<file path="config.mk">
export PLATFORM = sky130hd
export DESIGN_NAME = sonar_bus_initiator_flat
export DESIGN_NICKNAME = d
export VERILOG_FILES = /design/src/rtl/sonar_bus_pkg.sv /design/src/rtl/sonar_bus_initiator_if.sv /design/src/rtl/sonar_bus_timeout.sv /design/src/rtl/sonar_bus_initiator.sv /design/src/flat_wrapper.sv
export SDC_FILE = /design/constraint.sdc
export NUM_CORES = 1
export LEC_CHECK = 0
export ABC_AREA = 1
export CORE_UTILIZATION = 47
export DETAILED_ROUTE_END_ITERATION = 6
export GPL_ROUTABILITY_DRIVEN = 0
export HOLD_SLACK_MARGIN = 0.03
export PLACE_DENSITY = 0.85
export SYNTH_ARGS = -nofsm -noshare
export SYNTH_HDL_FRONTEND = slang
export SYNTH_SLANG_ARGS = --single-unit
</file>
<file path="constraint.sdc">
create_clock -name wb_clk_i -period 3.3 [get_ports wb_clk_i]
set_clock_uncertainty 0.05 [all_clocks]
set_input_delay 0.33 -clock wb_clk_i [delete_from_list [all_inputs] [get_ports wb_clk_i]]
set_output_delay 0.33 -clock wb_clk_i [all_outputs]
set_load 0.005 [all_outputs]
</file>
<file path="src/rtl/sonar_bus_pkg.sv">
// Shared types and constants for the SonarOnChip local register bus initiator.
package sonar_bus_pkg;

  localparam int BUS_WIDTH = 16;
  localparam int ADR_WIDTH = 4;

  typedef enum logic [1:0] {
    IDLE = 2'd0,
    REQ  = 2'd1,
    RSP  = 2'd2
  } state_e;

  typedef struct packed {
    logic                 we;
    logic [ADR_WIDTH-1:0] adr;
    logic [BUS_WIDTH-1:0] dat;
  } cmd_t;

  typedef struct packed {
    logic [BUS_WIDTH-1:0] dat;
    logic                 err;
  } rsp_t;

endpackage

</file>
<file path="src/rtl/sonar_bus_initiator_if.sv">
// Command, response and local-bus signals of the initiator, bundled together.
// master = the initiator itself, slave = everything around it.
interface sonar_bus_initiator_if
  import sonar_bus_pkg::*;
#(
  parameter int BUS_WIDTH = sonar_bus_pkg::BUS_WIDTH,
  parameter int ADR_WIDTH = sonar_bus_pkg::ADR_WIDTH
);
  logic                 cmd_valid_i;
  logic                 cmd_ready_o;
  logic                 cmd_we_i;
  logic [ADR_WIDTH-1:0] cmd_adr_i;
  logic [BUS_WIDTH-1:0] cmd_dat_i;
  logic                 rsp_valid_o;
  logic                 rsp_ready_i;
  logic [BUS_WIDTH-1:0] rsp_dat_o;
  logic                 rsp_err_o;
  logic                 wb_valid_o;
  logic [ADR_WIDTH-1:0] wbs_adr_o;
  logic [BUS_WIDTH-1:0] wbs_dat_o;
  logic                 wbs_strb_o;
  logic                 wbs_ack_i;
  logic [BUS_WIDTH-1:0] wbs_dat_i;
  logic                 stray_ack_o;

  modport master (
    input  cmd_valid_i, cmd_we_i, cmd_adr_i, cmd_dat_i, rsp_ready_i, wbs_ack_i, wbs_dat_i,
    output cmd_ready_o, rsp_valid_o, rsp_dat_o, rsp_err_o, wb_valid_o, wbs_adr_o,
           wbs_dat_o, wbs_strb_o, stray_ack_o
  );

  modport slave (
    output cmd_valid_i, cmd_we_i, cmd_adr_i, cmd_dat_i, rsp_ready_i, wbs_ack_i, wbs_dat_i,
    input  cmd_ready_o, rsp_valid_o, rsp_dat_o, rsp_err_o, wb_valid_o, wbs_adr_o,
           wbs_dat_o, wbs_strb_o, stray_ack_o
  );

endinterface

</file>
<file path="src/rtl/sonar_bus_timeout.sv">
// Request timeout counter: clear has priority over load, load over count enable.
// expire_o pulses in the enabled cycle where the count reaches TIMEOUT-1;
// TIMEOUT = 0 never expires.
module sonar_bus_timeout
  import sonar_bus_pkg::*;
#(
  parameter int TIMEOUT   = 15,
  parameter int CNT_WIDTH = 4
) (
  input  logic                 clk,
  input  logic                 rst,
  input  logic                 clr_i,
  input  logic                 load_i,
  input  logic [CNT_WIDTH-1:0] load_val_i,
  input  logic                 en_i,
  output logic                 expire_o
);

  localparam logic [CNT_WIDTH-1:0] LAST = CNT_WIDTH'(TIMEOUT - 1);

  logic [CNT_WIDTH-1:0] cnt_d, cnt_q;

  // Next count: clear, reload or advance while the request is outstanding.
  always_comb begin
    cnt_d = cnt_q;
    if (clr_i)       cnt_d = '0;
    else if (load_i) cnt_d = load_val_i;
    else if (en_i)   cnt_d = cnt_q + 1'b1;
  end

  // Count register.
  always_ff @(posedge clk or posedge rst) begin
    if (rst) cnt_q <= '0;
    else     cnt_q <= cnt_d;
  end

  assign expire_o = (TIMEOUT != 0) && en_i && (cnt_q == LAST);

endmodule

</file>
<file path="src/rtl/sonar_bus_initiator.sv">
// SonarOnChip local-bus initiator: takes one read/write command at a time,
// drives the registered bus request until ack or timeout, then hands back a
// registered response. All outputs come straight from flops.
module sonar_bus_initiator
  import sonar_bus_pkg::*;
#(
  parameter int BUS_WIDTH = sonar_bus_pkg::BUS_WIDTH,
  parameter int ADR_WIDTH = sonar_bus_pkg::ADR_WIDTH,
  parameter int TIMEOUT   = 15,
  parameter int CNT_WIDTH = 4
) (
  input  logic                  wb_clk_i,
  input  logic                  wb_rst_i,
  sonar_bus_initiator_if.master bus
);

  // The command/response structs carry the package widths, so the widths
  // of this instance must agree with them.
  if (BUS_WIDTH != sonar_bus_pkg::BUS_WIDTH || ADR_WIDTH != sonar_bus_pkg::ADR_WIDTH) begin : g_width_chk
    $error("sonar_bus_initiator: widths must match sonar_bus_pkg");
  end
  if ((2 ** CNT_WIDTH) <= TIMEOUT) begin : g_cnt_chk
    $error("sonar_bus_initiator: CNT_WIDTH too small for TIMEOUT");
  end

  state_e state_d, state_q;
  cmd_t   cmd_d, cmd_q;
  rsp_t   rsp_d, rsp_q;
  logic   wb_valid_d, wb_valid_q;
  logic   strb_d, strb_q;
  logic   rsp_valid_d, rsp_valid_q;
  logic   stray_d, stray_q;
  logic   accept, rsp_hs, tmo_expire;

  sonar_bus_timeout #(
    .TIMEOUT   (TIMEOUT),
    .CNT_WIDTH (CNT_WIDTH)
  ) u_timeout (
    .clk        (wb_clk_i),
    .rst        (wb_rst_i),
    .clr_i      (rsp_hs),
    .load_i     (accept),
    .load_val_i ('0),
    .en_i       (state_q == REQ),
    .expire_o   (tmo_expire)
  );

  // Next-state and next-output decode for the single-outstanding transaction.
  always_comb begin
    state_d     = state_q;
    cmd_d       = cmd_q;
    rsp_d       = rsp_q;
    wb_valid_d  = wb_valid_q;
    strb_d      = strb_q;
    rsp_valid_d = rsp_valid_q;
    stray_d     = stray_q | (bus.wbs_ack_i && (state_q != REQ));
    accept      = 1'b0;
    rsp_hs      = 1'b0;
    case (state_q)
      IDLE: begin
        if (bus.cmd_valid_i) begin
          accept     = 1'b1;
          cmd_d.we   = bus.cmd_we_i;
          cmd_d.adr  = bus.cmd_adr_i;
          cmd_d.dat  = bus.cmd_we_i ? bus.cmd_dat_i : '0;
          wb_valid_d = 1'b1;
          strb_d     = bus.cmd_we_i;
          state_d    = REQ;
        end
      end
      REQ: begin
        // Ack is checked first so it wins over a simultaneous timeout.
        if (bus.wbs_ack_i) begin
          rsp_d.dat   = cmd_q.we ? '0 : bus.wbs_dat_i;
          rsp_d.err   = 1'b0;
          wb_valid_d  = 1'b0;
          strb_d      = 1'b0;
          rsp_valid_d = 1'b1;
          state_d     = RSP;
        end else if (tmo_expire) begin
          rsp_d.dat   = '0;
          rsp_d.err   = 1'b1;
          wb_valid_d  = 1'b0;
          strb_d      = 1'b0;
          rsp_valid_d = 1'b1;
          state_d     = RSP;
        end
      end
      RSP: begin
        if (bus.rsp_ready_i) begin
          rsp_hs      = 1'b1;
          rsp_valid_d = 1'b0;
          state_d     = IDLE;
        end
      end
      default: state_d = IDLE;
    endcase
  end

  // State, bus and response registers; reset drops any pending transaction.
  always_ff @(posedge wb_clk_i or posedge wb_rst_i) begin
    if (wb_rst_i) begin
      state_q     <= IDLE;
      cmd_q       <= '0;
      rsp_q       <= '0;
      wb_valid_q  <= 1'b0;
      strb_q      <= 1'b0;
      rsp_valid_q <= 1'b0;
      stray_q     <= 1'b0;
    end else begin
      state_q     <= state_d;
      cmd_q       <= cmd_d;
      rsp_q       <= rsp_d;
      wb_valid_q  <= wb_valid_d;
      strb_q      <= strb_d;
      rsp_valid_q <= rsp_valid_d;
      stray_q     <= stray_d;
    end
  end

  assign bus.cmd_ready_o = (state_q == IDLE);
  assign bus.wb_valid_o  = wb_valid_q;
  assign bus.wbs_adr_o   = cmd_q.adr;
  assign bus.wbs_dat_o   = cmd_q.dat;
  assign bus.wbs_strb_o  = strb_q;
  assign bus.rsp_valid_o = rsp_valid_q;
  assign bus.rsp_dat_o   = rsp_q.dat;
  assign bus.rsp_err_o   = rsp_q.err;
  assign bus.stray_ack_o = stray_q;

endmodule

</file>
<file path="src/flat_wrapper.sv">
// flat-port wrapper written by rule: the top's interface ports become plain ports
module sonar_bus_initiator_flat import sonar_bus_pkg::*;
#(
  parameter int BUS_WIDTH = sonar_bus_pkg::BUS_WIDTH,
  parameter int ADR_WIDTH = sonar_bus_pkg::ADR_WIDTH,
  parameter int TIMEOUT   = 15,
  parameter int CNT_WIDTH = 4
)
  (wb_clk_i, wb_rst_i, bus_cmd_valid_i, bus_cmd_we_i, bus_cmd_adr_i, bus_cmd_dat_i, bus_rsp_ready_i, bus_wbs_ack_i, bus_wbs_dat_i, bus_cmd_ready_o, bus_rsp_valid_o, bus_rsp_dat_o, bus_rsp_err_o, bus_wb_valid_o, bus_wbs_adr_o, bus_wbs_dat_o, bus_wbs_strb_o, bus_stray_ack_o);
  sonar_bus_initiator_if #(.BUS_WIDTH(BUS_WIDTH), .ADR_WIDTH(ADR_WIDTH)) bus_i ();
  input  logic wb_clk_i;
  input  logic wb_rst_i;
  input wire logic [$bits(bus_i.cmd_valid_i)-1:0] bus_cmd_valid_i;
  input wire logic [$bits(bus_i.cmd_we_i)-1:0] bus_cmd_we_i;
  input wire logic [$bits(bus_i.cmd_adr_i)-1:0] bus_cmd_adr_i;
  input wire logic [$bits(bus_i.cmd_dat_i)-1:0] bus_cmd_dat_i;
  input wire logic [$bits(bus_i.rsp_ready_i)-1:0] bus_rsp_ready_i;
  input wire logic [$bits(bus_i.wbs_ack_i)-1:0] bus_wbs_ack_i;
  input wire logic [$bits(bus_i.wbs_dat_i)-1:0] bus_wbs_dat_i;
  output wire logic [$bits(bus_i.cmd_ready_o)-1:0] bus_cmd_ready_o;
  output wire logic [$bits(bus_i.rsp_valid_o)-1:0] bus_rsp_valid_o;
  output wire logic [$bits(bus_i.rsp_dat_o)-1:0] bus_rsp_dat_o;
  output wire logic [$bits(bus_i.rsp_err_o)-1:0] bus_rsp_err_o;
  output wire logic [$bits(bus_i.wb_valid_o)-1:0] bus_wb_valid_o;
  output wire logic [$bits(bus_i.wbs_adr_o)-1:0] bus_wbs_adr_o;
  output wire logic [$bits(bus_i.wbs_dat_o)-1:0] bus_wbs_dat_o;
  output wire logic [$bits(bus_i.wbs_strb_o)-1:0] bus_wbs_strb_o;
  output wire logic [$bits(bus_i.stray_ack_o)-1:0] bus_stray_ack_o;
  assign bus_i.cmd_valid_i = bus_cmd_valid_i;
  assign bus_i.cmd_we_i = bus_cmd_we_i;
  assign bus_i.cmd_adr_i = bus_cmd_adr_i;
  assign bus_i.cmd_dat_i = bus_cmd_dat_i;
  assign bus_i.rsp_ready_i = bus_rsp_ready_i;
  assign bus_i.wbs_ack_i = bus_wbs_ack_i;
  assign bus_i.wbs_dat_i = bus_wbs_dat_i;
  assign bus_cmd_ready_o = bus_i.cmd_ready_o;
  assign bus_rsp_valid_o = bus_i.rsp_valid_o;
  assign bus_rsp_dat_o = bus_i.rsp_dat_o;
  assign bus_rsp_err_o = bus_i.rsp_err_o;
  assign bus_wb_valid_o = bus_i.wb_valid_o;
  assign bus_wbs_adr_o = bus_i.wbs_adr_o;
  assign bus_wbs_dat_o = bus_i.wbs_dat_o;
  assign bus_wbs_strb_o = bus_i.wbs_strb_o;
  assign bus_stray_ack_o = bus_i.stray_ack_o;
  sonar_bus_initiator #(.BUS_WIDTH(BUS_WIDTH), .ADR_WIDTH(ADR_WIDTH), .TIMEOUT(TIMEOUT), .CNT_WIDTH(CNT_WIDTH)) u_core (.wb_clk_i(wb_clk_i), .wb_rst_i(wb_rst_i), .bus(bus_i));
endmodule
</file>
# [After elaboration in Yosys (flattened, before gate mapping)]
# Index checks and enable logic that the tools add are counted.
[op_classes] add_sub_neg=1 eq_ne=7 mux=26 n_bitwise=1 n_reduce_logical=12
[ops] op="17-bit 2-to-1 mux" count=2
[ops] op="16-bit 2-to-1 mux" count=2
[ops] op="4-bit 2-to-1 mux" count=3
[ops] op="1-bit 2-to-1 mux" count=11
[ops] op="3-bit AND reduction" count=3
[ops] op="2-bit 2-to-1 mux" count=4
[ops] op="1-bit case mux with 2 select lines" count=3
[ops] op="2-bit case mux with 3 select lines" count=1
[ops] op="2-bit nonzero test" count=3
[ops] op="4-bit by 1-bit adder with 4-bit output (second input constant)" count=1
[ops] op="4-bit == test (second input constant)" count=1
[ops] op="2-bit != test (second input constant)" count=2
[ops] op="2-bit AND reduction" count=2
[ops] op="3-bit by 2-bit != test with 1-bit output (second input constant)" count=1
[ops] op="3-bit nonzero test" count=1
[ops] op="2-bit by 1-bit == test with 1-bit output (second input constant)" count=1
[ops] op="2-bit == test (second input constant)" count=1
[ops] op="1-bit logical AND" count=2
[ops] op="2-bit zero test" count=1
[ops] op="2-bit by 1-bit != test with 1-bit output (second input constant)" count=1
[ops] op="1-bit bitwise OR" count=1
[word_totals] reg_bits=48 elab_cells=58

# [Depth between registers and ports, before layout]
[depth] word_depth=5 mapped_depth=8 ltp_nobuf=7

# [Cells and area by module]
# A second synthesis with hierarchy kept.
[unflattened] hier_cells=255 area_unflattened_um2=2289.7
[by_module_without_submodules] mod="sonar_bus_initiator" n_inst=1 cells_each=216 area_each_um2=2019.4 seq_area_each_um2=1101.1
[by_module_without_submodules] mod="sonar_bus_timeout" n_inst=1 cells_each=39 area_each_um2=270.3 seq_area_each_um2=100.1

# [Worst setup path before layout]
# No wires, ideal clock.
[synth_path] path_kind="flip-flop to flip-flop" startpoint="reg u_core.u_timeout.cnt_q[0]" endpoint="reg u_core.state_q[1]" setup_ps=126 t_arrival_ps=1056 required_ps=3124 slack_ps=2068 path_stages_with_launch=8 n_path_buf=1 period_less_slack_ps=1232 cell_sequence="dfrtp_1 inv_1 ha_1 inv_1 nor2_1 o21bai_2 buf_6 o21ai_0"
[synth_between] elab_chain_len=4
[synth_lines] element="start: declaration" line_no="sonar_bus_timeout.sv:21" source="logic [CNT_WIDTH-1:0] cnt_d, cnt_q;"
[synth_lines] element="start signal: assignment" line_no="sonar_bus_timeout.sv:34" source="else cnt_q <= cnt_d;"
[synth_lines] element="4-bit == test" line_no="sonar_bus_timeout.sv:37" source="assign expire_o = (TIMEOUT != 0) && en_i && (cnt_q == LAST);"
[synth_lines] element="1-bit logical AND" line_no="sonar_bus_timeout.sv:37"
[synth_lines] element="3-bit by 2-bit != test with 1-bit output (no source line)"
[synth_lines] element="3-bit AND reduction (no source line)"
[synth_lines] element="end signal: assignment" line_no="sonar_bus_initiator.sv:111" source="state_q <= state_d;"
[synth_lines] element="end: declaration" line_no="sonar_bus_initiator.sv:26" source="state_e state_d, state_q;"
# No other way between the ends.
# A chain may end at the register's enable or synchronous reset.

# [Worst setup path in the final report]
[layout_path] startpoint="reg u_core.state_q[0]" endpoint="out bus_cmd_ready_o"
[layout_between] elab_chain_len=1
[layout_lines] element="2-bit zero test" line_no="sonar_bus_initiator.sv:121" source="assign bus.cmd_ready_o = (state_q == IDLE);"
[layout_lines] element="end: declaration" line_no="flat_wrapper.sv:20" source="output wire logic [$bits(bus_i.cmd_ready_o)-1:0] bus_cmd_ready_o;"
# No other way between the ends.

==> flow_metrics.py <==
metrics = {
    "finish": {
        "utilization_pct": 67.5,
        "n_antenna_cell": 0,
        "drive_gt1_share_pct": 6.89,
        "fin_nets": 348,
        "fillers": 366,
        "area_growth_pct": 36.1,
    },
    "logic_synthesis": {
        "synth.area.top_cells": "dfrtp_1, nand2_1, buf_4",
        "ys.flop_type": "dfrtp_1",
        "async_flop_share_pct": 100,
        "ys_seq_area_share_pct": 54.9,
        "syn_area_per_cell_sq_um": 8.90,
        "synth_edf_count": 0,
        "syn-num-nets": 290,
        "synth_common_cells": "nand2_1, dfrtp_1, buf_4, nand4_1, o21ai_0",
        "synth_top_area_cell": "dfrtp_1",
        "synth_top_area_share_pct": 54.9,
        "ys_ff_latch": 48,
        "yosysMostFrequentCell": "nand2_1",
        "yosysWarnings": 0,
        "ys_types": 22,
        "syn-cell-area_sq_um": 2190,
        "netlist_instances": 246,
    },
    "floorplan": {
        "die_w_um": 70.3,
        "fp.coreArea_sq_um": 4410,
        "rows": 24,
        "start_util_pct": 49.6,
        "ios": 84,
        "fp.dieArea_sq_um": 4940,
        "die_y_um": 70.3,
    },
    "power": {
        "power_density_nw_per_um2": 844,
        "swShare_pct": 32.2,
        "max-vdd-ir-drop_uv": 397,
        "cellInternalPower_mw": 1.70,
        "clkPwrFrac_pct": 18.0,
        "p_comb_share_pct": 41.9,
        "power_leakage_nw": 1.41,
        "p_seq_share_pct": 40.1,
        "switchingPower_mw": 0.809,
    },
    "drt": {
        "drtPass1Iterations": 4,
        "wl_met1_mm": 2.11,
        "wl_mm": 4.56,
        "top_layer_used": "met4",
        "vias_per_cell": 4.90,
        "avgRoutedWirePerCell_um": 12.8,
        "drt_iter0_markers": 133,
        "drc": 0,
        "met3_length_um": 329,
        "wl_met2_mm": 2.10,
        "vias": 1749,
        "ant_nets": 0,
    },
    "global_route": {
        "track_usage_pct": 19.6,
        "grt_max_degree": 49,
        "antenna_found_initial": 0,
        "gr-total-overflow": 0,
        "grt_pass1_vias": 1654,
        "grt_pass1_wl_mm": 7.67,
    },
    "critical_path": {
        "timing.critical_path.to_type": "output pin",
        "cp.required_ps": 2920,
        "critPathKind": "flip-flop to output pin",
        "cp_max_fo": 3,
        "cp.arrival_ps": 1410,
        "cp-start-kind": "flip-flop",
        "r2r-start": "u_core.u_timeout.cnt_q[0]$_DFFE_PP0P_",
        "cp_slowest_cell": "clkdlybuf4s50_1",
        "critical_path.cell_chain": "nor2_2 > clkdlybuf4s50_1",
        "cp_slowest_stage_delay_ps": 530,
        "r2r_cells": 6,
        "critPathLaunch": "u_core.state_q[0]$_DFFE_PP0P_",
    },
    "sta": {
        "post-route-min-period_ps": 1790,
        "setup_viol": 0,
        "rsz0062_at_grt": "false",
        "fin_tns_setup_ps": 0,
        "holdWs_ps": 436,
        "slew_headroom_pct": 35.6,
        "tightest_slew_ps": 964,
        "slew_viol_final": 0,
        "fmax_mhz": 558,
        "period_share_pct": 54.3,
        "hold_violations": 0,
    },
    "place": {
        "dp_hpwl_mm": 3.17,
        "port_buffers": 83,
    },
    "clock_network": {
        "clock-root-buffer": "clkbuf_8",
        "clock_latency_ps": 290,
        "cts_tree": "built",
        "ctsHoldBuffers": 0,
        "htree_levels": 2,
        "cts_resized": 0,
        "cts_buffer_depth": 2,
        "clk_pin_slew_ps": 80,
        "clock_sinks": 48,
        "post_cts_buffers": 0,
        "cts_made_buffers": 5,
    },
    "min_path": {
        "hold_start": "u_core.bus.rsp_dat_o[12]$_DFFE_PP0P_",
        "hold_path_class": "flip-flop to flip-flop",
        "min_path_cells": 2,
    },
    "run": {
        "cap_violations": 0,
    },
    "run_status": {
        "outcome": "finished clean",
    },
}
logic make-up (layout without fill, tap and decap cells):
family / count (synthesis) / in the layout / synth area share [%]
buffers and inverters: 45 / 104 / 13.0
flip-flops: 48 / 48 / 54.9
adder cells (fa/ha/maj): 2 / 2 / 1.14
AND/OR/NAND/NOR: 128 / 128 / 24.6
AO/OA/AOI/OAI: 23 / 23 / 6.34
sequential cells by signal, indices dropped and copies added, names as in the netlist:
register / flops
u_core.bus.rsp_dat_o: 16
u_core.bus.wbs_dat_o: 16
u_core.bus.wbs_adr_o: 4
u_core.u_timeout.cnt_q: 4
u_core.state_q: 2
u_core.bus.rsp_err_o: 1
u_core.bus.rsp_valid_o: 1
u_core.bus.stray_ack_o: 1
u_core.bus.wb_valid_o: 1
u_core.bus.wbs_strb_o: 1
u_core.cmd_q: 1
per-layer routing:
metal	vias to the layer above	global-route usage (%)
met5	-	0
met4	0	6.22
met3	2	7.94
met2	65	29.3
met1	802	25.9
li1	880	-
placed cells by master (no fill, tap or decap), drive strengths merged:
master	count
a21oi	3
buf	1
bufinv	1
clkbuf	7
clkdlybuf4s50	83
clkinv	1
dfrtp	48
ha	2
inv	11
nand2	97
nand3	5
nand4	16
nor2	9
o21ai	18
o21bai	2
or2	1
worst max-delay path: cells and delay by family (launching register included):
kind                   cells  cell delay, ps
AND/OR/NAND/NOR            1             180
flip-flops                 1             420
buffers and inverters      1             530
power by group through the flow:
stage               logic [mW]  registers, mW  clock network, mW
global placement          1.03           1.01                  0
finish                    1.05           1.01              0.452
global route              1.17           1.04              0.490
detailed placement        1.06           1.01                  0
floorplan                0.650          0.992                  0
CTS                       1.07           1.01              0.467
worst paths after layout:
kind | endpoint | slack [ps]
worst max-delay path | bus_cmd_ready_o | 1510
worst min-delay path | u_core.bus.rsp_dat_o[12]$_DFFE_PP0P_ | 440
worst max register to register | u_core.state_q[1]$_DFFE_PP0P_ | 1550
worst min register to register | u_core.bus.rsp_dat_o[12]$_DFFE_PP0P_ | 440
max in group asynchronous | u_core.bus.rsp_err_o$_DFFE_PP0P_ | 2080
min in group asynchronous | u_core.bus.wbs_dat_o[11]$_DFFE_PP0P_ | 530
area by class of cell:
type                    count  area [sq um]  area share (%)
clock inverters             1          30.0            1.01
multi-input cells         153           703            23.6
clock buffers               7          96.3            3.23
repair buffers             84           838            28.1
well taps                  52          65.1            2.18
flip-flops and latches     48          1200            40.3
inverters                  12          45.0            1.51
stage by stage:
stage	total power [mW]	setup WS (ps)	instances	cell area [sq um]
4_1_cts	2.54	1480	357	2980
5_1_grt	2.70	1330	357	2980
6_report	2.51	1510	357	2980
2_1_floorplan	1.64	1780	246	2190
3_5_place_dp	2.08	1310	349	2850
3_3_place_gp	2.04	1350	349	2850
(Power assumes the default switching activity.)
